===== config.mk =====
export PLATFORM = sky130hd
export DESIGN_NAME = rx_logic
export DESIGN_NICKNAME = d
export VERILOG_FILES = /design/src/rtl/rx_logic_arbiter.sv /design/src/rtl/rx_logic.sv
export SDC_FILE = /design/constraint.sdc
export NUM_CORES = 1
export LEC_CHECK = 0
export CORE_ASPECT_RATIO = 1.25
export CORE_MARGIN = 5
export CORE_UTILIZATION = 58
export CTS_BUF_LIST = sky130_fd_sc_hd__clkbuf_2 sky130_fd_sc_hd__clkbuf_4 sky130_fd_sc_hd__clkbuf_8
export DETAILED_ROUTE_END_ITERATION = 8
export GPL_ROUTABILITY_DRIVEN = 0
export PLACE_DENSITY = 0.94
export SLEW_MARGIN = 10
export SYNTH_ARGS = -nofsm -noshare
export SYNTH_HDL_FRONTEND = slang
export SYNTH_SLANG_ARGS = --single-unit

===== constraint.sdc =====
create_clock -name clk -period 16.28 [get_ports clk]
set_clock_uncertainty 0.1 [all_clocks]
set_input_delay 1.628 -clock clk [delete_from_list [all_inputs] [get_ports clk]]
set_output_delay 1.628 -clock clk [all_outputs]
set_load 0.03 [all_outputs]

===== src/rtl/rx_logic_arbiter.sv =====
// Round-robin arbiter: grants the first requesting port at or above ptr,
// wrapping modulo N.
module rr_arbiter #(
  parameter int N  = 5,
  parameter int PW = 3
) (
  input  logic [N-1:0]  req,
  input  logic [PW-1:0] ptr,
  output logic          valid,
  output logic [PW-1:0] grant
);

  localparam int unsigned NU = N;

  // Scan N positions starting at ptr; the first pending one wins.
  always_comb begin
    int unsigned idx;
    valid = 1'b0;
    grant = '0;
    idx   = 0;
    for (int unsigned i = 0; i < NU; i++) begin
      idx = (32'(ptr) + i) % NU;
      if (!valid && req[PW'(idx)]) begin
        valid = 1'b1;
        grant = PW'(idx);
      end
    end
  end

endmodule


===== src/rtl/rx_logic.sv =====
// Receive side of the 2-phase transceiver links: synchronizes each port's
// request, arbitrates round-robin among pending ports and writes the granted
// flit into the downstream fifo, acknowledging by toggling that port's ack.
module rx_logic #(
  parameter int ID          = -1,
  parameter int SIZE        = 8,
  parameter int PORT_COUNT  = 5,
  parameter int SYNC_STAGES = 2
) (
  input  logic                         clk,
  input  logic                         reset,
  input  logic [PORT_COUNT-1:0]        fifo_push_req,
  output logic [PORT_COUNT-1:0]        fifo_push_ack,
  input  logic [PORT_COUNT*SIZE-1:0]   fifo_push_data,
  output logic                         fifo_write,
  input  logic                         fifo_full,
  output logic [SIZE-1:0]              fifo_item_in
);

  localparam int PW = (PORT_COUNT > 1) ? $clog2(PORT_COUNT) : 1;

  logic [PORT_COUNT-1:0] req_s;
  logic [PORT_COUNT-1:0] pending;
  logic [PW-1:0]         rr;
  logic [PW-1:0]         grant;
  logic                  grant_valid;
  logic [SIZE-1:0]       slice [PORT_COUNT];

  // ID only tags this instance in simulation debug output.
  logic unused_id;
  assign unused_id = ^ID;

  for (genvar s = 0; s < SYNC_STAGES; s++) begin : g_sync
    logic [PORT_COUNT-1:0] q;
    if (s == 0) begin : g_first
      // First synchronizer stage samples the asynchronous request lines.
      always_ff @(posedge clk) begin
        if (!reset) q <= '0;
        else        q <= fifo_push_req;
      end
    end else begin : g_next
      // Later stages shift the previous stage along.
      always_ff @(posedge clk) begin
        if (!reset) q <= '0;
        else        q <= g_sync[s-1].q;
      end
    end
  end

  assign req_s   = g_sync[SYNC_STAGES-1].q;
  assign pending = req_s ^ fifo_push_ack;

  for (genvar k = 0; k < PORT_COUNT; k++) begin : g_slice
    assign slice[k] = fifo_push_data[SIZE*k +: SIZE];
  end

  rr_arbiter #(
    .N  (PORT_COUNT),
    .PW (PW)
  ) u_arb (
    .req   (pending),
    .ptr   (rr),
    .valid (grant_valid),
    .grant (grant)
  );

  // Write strobe and flit select are combinational; data is never registered.
  always_comb begin
    fifo_write   = reset & grant_valid & ~fifo_full;
    fifo_item_in = slice[0];
    if (fifo_write) fifo_item_in = slice[grant];
  end

  // On each write, acknowledge the granted port and move the pointer past it.
  always_ff @(posedge clk) begin
    if (!reset) begin
      fifo_push_ack <= '0;
      rr            <= '0;
    end else if (fifo_write) begin
      fifo_push_ack[grant] <= ~fifo_push_ack[grant];
      if (grant == PW'(PORT_COUNT - 1)) rr <= '0;
      else                              rr <= grant + PW'(1);
    end
  end

endmodule


== Yosys cells after proc, flatten, opt, wreduce, memory -nomap -nowiden ==
Index checks and enable logic that the tools add are counted.

* Bits of input ports: 48
* Register bits after elaboration: 18

* Bitwise operators: 6
* $lt $le $gt $ge: 8
* Add/sub/neg operators: 5
* Reductions and logical operators: 9
* Equality and inequality tests: 1
* Muxes and demuxes: 30
* Divide/modulo/power cells: 5

{| class="wikitable"
|+ Operator list
! cell !! number
|-
| remainder unit 32 x 3 -> 32 bit, second input constant || 4
|-
| remainder unit 3 x 3 -> 32 bit, second input constant || 1
|-
| binary-select mux 8 bit (select 3 bit) || 1
|-
| less-than comparator 3 x 4 -> 1 bit, second input constant || 6
|-
| two-way mux 8 bit || 3
|-
| binary-select mux 1 bit (select 3 bit) || 6
|-
| two-way mux 3 bit || 6
|-
| two-way mux 1 bit || 12
|-
| adder 3 x 2 -> 4 bit, second input constant || 2
|-
| bitwise mux 5 bit || 1
|-
| logical AND 1 bit || 5
|-
| XOR 5 bit || 1
|-
| adder 3 x 1 -> 4 bit, second input constant || 1
|-
| adder 3 x 3 -> 4 bit, second input constant || 1
|-
| >= comparator 4 bit, second input constant || 1
|-
| logical NOT 1 bit || 4
|-
| inverter 3 -> 4 bit || 1
|-
| adder 3 x 1 -> 3 bit, second input constant || 1
|-
| demux 1 bit (select 3 bit) || 1
|-
| == test 3 bit, second input constant || 1
|-
| >= comparator 3 x 1 -> 1 bit, second input constant || 1
|-
| AND 1 bit || 2
|-
| inverter 1 bit || 2
|}

== Longest topological paths before layout ==
* Depth in word-level cells: 21
* Depth in mapped cells: 25
* Depth with buffers taken out: 22

== Modules after synthesis ==
Synthesis repeated with hierarchy kept, for this count alone.

* Cells, all modules: 324
* Area total of the unflattened synthesis: 2652.5 µm²

{| class="wikitable"
|+ Modules (own cells, without submodules)
! module !! cells an instance !! seq. area each (µm²) !! area an instance (µm²) !! times used
|-
| rr_arbiter || 204 || 0.0 || 1536.5 || 1
|-
| rx_logic || 120 || 360.3 || 1116.1 || 1
|}

== Worst setup path before layout ==
OpenSTA, ideal clock, no wires.

* Path type: reg-to-output
* Start: reg rr[0]
* End: out fifo_item_in[5]
* Stages on the path, launching flop included: 24
* Arrival time: 4.968 ns
* Setup slack: 9.584 ns
* Cell sequence: dfxtp_1 > inv_1 > buf_1 > ha_1 > buf_2 > xnor2_4 > inv_2 > ha_1 > or2_2 > o211ai_1 > nand2_1 > ha_1 > nand2b_1 > o2111ai_1 > nand3_1 > mux2_2 > a211oi_1 > o211ai_1 > o21ai_1 > inv_2 > clkbuf_1 > o211a_1 > o21ai_0 > o211ai_1

* Elaborated cells on any way between the ends: 44

{| class="wikitable"
|+ RTL lines
! item !! line !! RTL
|-
| start, declared || rx_logic.sv:24 || <nowiki>logic [PW-1:0] rr;</nowiki>
|-
| start signal, assigned || rx_logic.sv:82 || <nowiki>else rr <= grant + PW'(1);</nowiki>
|-
| parallel branches: the longest is 15 deep, another holds remainder unit 32 x 3 -> 32 bit || -- ||
|-
| two-way mux 1 bit (*) || rx_logic_arbiter.sv:23 || <nowiki>if (!valid && req[PW'(idx)]) begin</nowiki>
|-
| AND 1 bit (*) (2 in series) || rx_logic.sv:69 || <nowiki>fifo_write = reset & grant_valid & ~fifo_full;</nowiki>
|-
| net fifo_write || rx_logic.sv:15 || <nowiki>output logic fifo_write,</nowiki>
|-
| two-way mux 8 bit (*) || rx_logic.sv:71 || <nowiki>if (fifo_write) fifo_item_in = slice[grant];</nowiki>
|-
| end, declared || rx_logic.sv:17 || <nowiki>output logic [SIZE-1:0] fifo_item_in</nowiki>
|}

Mark *: on every way through the listed nets, which the timed path passes. The select of a mux whose other input is x is not followed.

== Worst setup path after layout ==
* Start: reg rr[1]
* End: out fifo_item_in[4]

* Longest elaborated chain between the ends: 21
* Elaborated cells on any way between the ends: 44

{| class="wikitable"
|+ RTL lines
! item !! line
|-
| parallel branches: the longest is 20 deep, another holds remainder unit 32 x 3 -> 32 bit || --
|-
| two-way mux 8 bit (*) || rx_logic.sv:71
|}

Every way passes the cells marked *. The select of a mux whose other input is x is not followed.

==> out/qor.csv <==
metric,value,unit
status,"complete, no violations",
pwr-share-seq,7.6,%
cp.required,14.55,ns
ff2ff_path_depth,19,
slowest_stage,ha_1,
grt_use_total,25.0,%
slew_headroom,39.9,%
tritoncts,built,
cts_max_path_buffers,2,
p_int,0.328,mW
critical_path.endpoint,fifo_item_in[4],
die_width,73.2,µm
core,4800,µm²
clkSlewWorstSetupHoldPaths,0.06,ns
finalInstanceArea,3530,µm²
grt-ovfl-total,0,
r2r_end,fifo_push_ack[1],
setup_ws,7.52,ns
worst_slew_pin_slew,0.902,ns
synth_area,2900,µm²
first_pass_iters,5,
ant_nets,0,
tns,0,ns
final_hold_viol_count,0,
fmax,114,MHz
die_area,6520,µm²
hp-class,flip-flop to flip-flop,
timing.rr.start,rr[1],
ys_seq_area_share,12.4,%
r2r_slack,9.84,ns
finalWirelength,8.05,mm
yosysTopAreaCell,dfxtp_1,
arrival,7.03,ns
switchingPower,0.417,mW
dp.cells,479,
cap_violations,0,
cts_root_buf,clkbuf_8,
peakVddDrop,197,µV
combPwrFrac,87.5,%
cts_resized,0,
grt_max_degree,31,
synthCells,380,
leakagePower,1.54,nW
synth.avg_cell_area,7.63,µm²
portBuffers,61,
worstPathCellList,"clkinv_1, ha_1, inv_1, ha_1, or2_2, o211ai_1, nand2_1, ha_1, nand2b_1, o2111ai_1, nand3_1, mux2_2, a211oi_1, o211ai_1, o21ai_1, inv_2, o21ai_1, o211ai_1, clkdlybuf4s50_1",
via_per_inst,6.40,
slew_violations,0,
cts.htree.levels,1,
final-setup-viol-count,0,
clkPwrFrac,4.9,%
synth_top_cell_area_share,12.4,%
drt_iter0_drc,267,
synth_flop_cell,dfxtp_1,
fin_hold_ws,0.334,ns
grt_pass1_vias,3092,
yosys-top-cells-area,"dfxtp_1 (12%), ha_1 (10%), mux2i_1 (5.2%)",
io_pins,62,
critPathLaunchType,flip-flop,
detailedPlace.worstSlack,7.88,ns
max_stage_delay,0.74,ns
final_core_util,73.6,%
ys_types,66,
hold_buffers,0,
synth-edff-count,0,
rows,28,
synth-seq-cells,18,
period_needed,8.76,ns
startpoint,rr[1],
die_h,89.0,µm
cts_setup_buffers,0,
power_density,211,nW/µm²
path_class,flip-flop to output pin,
placed_cell_area,3480,µm²
dpl.hpwl,6.07,mm
antenna_found_initial,0,
swShare,56.0,%
async_flop_share,0,%
drc,0,
layout-drive-gt1-share,7.09,%
avgRoutedWirePerCell,16.7,µm
fin_nets,497,
rsz0062_at_grt,false,
vias,3089,
clock-sinks,18,
total_power,0.744,mW
cp_max_fo,18,
yosys_warnings,0,
start_util,60.4,%
cts_buffers,3,
endpoint_kind,output pin,
synthesis.nets,453,
post-route-period-util,53.8,%
antenna_cells,0,
clk-insertion-delay-late,0.26,ns
grt_pass1_wl,13.4,mm
fillers,340,
layoutNonFillerInstCount,483,
area_growth_syn_to_layout,21.9,%
-- cell usage after synthesis (all sizes together), types with 6 or more instances --
master and instances:
inv 33, a21oi 25, ha 24, o21ai 23, nor2 19, nor4 19
dfxtp 18, nand2 16, o211ai 16, mux2i 15, and2 14, buf 14
xnor2 12, clkbuf 11, a22oi 10, o211a 10, nor2b 7, nor3 7
nand3 6
-- sequential cells by signal, summed over array words and instances (netlist names) --
| signal | count |
|---|---|
| rr | 3 |
| g_sync.q | 10 |
| fifo_push_ack | 5 |
-- layout make-up --
class | instances | area [µm²] | share of cell area (%)
multi-input cells | 303 | 2280 | 64.6
repair buffers | 64 | 633 | 17.9
flip-flops and latches | 18 | 360 | 10.2
inverters | 34 | 128 | 3.61
well taps | 60 | 75.1 | 2.12
clock buffers | 4 | 55.1 | 1.56
-- cells in the final DEF (no fill, tap or decap), types with 3 or more instances in the layout --
cell type / instances
a21oi_1: 23
a22oi_1: 10
a31o_2: 3
a31oi_1: 4
and2_1: 13
buf_4: 3
clkbuf_8: 4
clkdlybuf4s50_1: 61
dfxtp_1: 18
ha_1: 24
inv_1: 30
inv_2: 3
mux2_2: 4
mux2i_1: 15
nand2_1: 16
nand2b_1: 3
nand3_1: 6
nand3b_1: 4
nor2_1: 19
nor2b_1: 7
nor3_1: 7
nor3b_1: 5
nor4_1: 19
o211a_1: 10
o211ai_1: 16
o21a_1: 4
o21ai_0: 18
o21ai_1: 5
o221ai_1: 3
o31a_1: 3
or2_2: 3
or3_1: 4
xnor2_1: 11
xor2_1: 3
-- power by group through the flow --
stage / Sequential (mW) / Combinational [mW] / Clock (mW)
finish: 0.0564 / 0.652 / 0.0365
global route: 0.0574 / 0.710 / 0.0390
CTS: 0.0564 / 0.642 / 0.0371
detailed placement: 0.0573 / 0.638 / 0
global placement: 0.0569 / 0.622 / 0
floorplan: 0.0647 / 0.494 / 0
-- worst max-delay path: cells and delay by family (launching register included) --
| family | cells | cell delay, ns |
|---|---|---|
| AO/OA/AOI/OAI | 7 | 2.13 |
| adder cells (fa/ha/maj) | 3 | 1.27 |
| flip-flops | 1 | 0.51 |
| buffers and inverters | 4 | 1.62 |
| AND/OR/NAND/NOR | 4 | 0.83 |
| multiplexers | 1 | 0.40 |
-- layer usage --
layer / track usage [%] / vias to the layer above / wire [µm] / share of wire [%]
met5: 0 / - / 0 / 0
met4: 10.2 / 0 / 226 / 2.8
met3: 4.72 / 21 / 493 / 6.1
met2: 44.0 / 141 / 4010 / 50
met1: 29.5 / 1427 / 3320 / 41
li1: - / 1500 / - / -
-- worst min-delay path by stage --
stage / from / endpoint / slack, ns / depth (start not counted)
5_1_grt: g_sync[0].q[0] / g_sync[1].q[0] / 0.37 / 1
3_3_place_gp: g_sync[0].q[1] / g_sync[1].q[1] / 0.31 / 1
4_1_cts: g_sync[0].q[0] / g_sync[1].q[0] / 0.33 / 1
6_report: g_sync[0].q[0] / g_sync[1].q[0] / 0.33 / 1
2_1_floorplan: g_sync[0].q[0] / g_sync[1].q[0] / 0.31 / 1
3_5_place_dp: g_sync[0].q[0] / g_sync[1].q[0] / 0.32 / 1
-- logic make-up (layout without fill, tap and decap cells) --
| logic type | count (synthesis) | in the layout | share of synthesized area (%) |
|---|---|---|---|
| AOI/OAI and AO/OA | 124 | 124 | 30.6 |
| xor gates and xnor gates | 16 | 16 | 6.13 |
| adders and majority gates | 25 | 25 | 11.0 |
| buffers and inverters | 59 | 102 | 8.80 |
| DFF | 18 | 18 | 12.4 |
| muxes | 21 | 21 | 8.29 |
| and+or+nand+nor | 117 | 117 | 22.7 |
No activity file was read; power rests on OpenSTA's default activity.
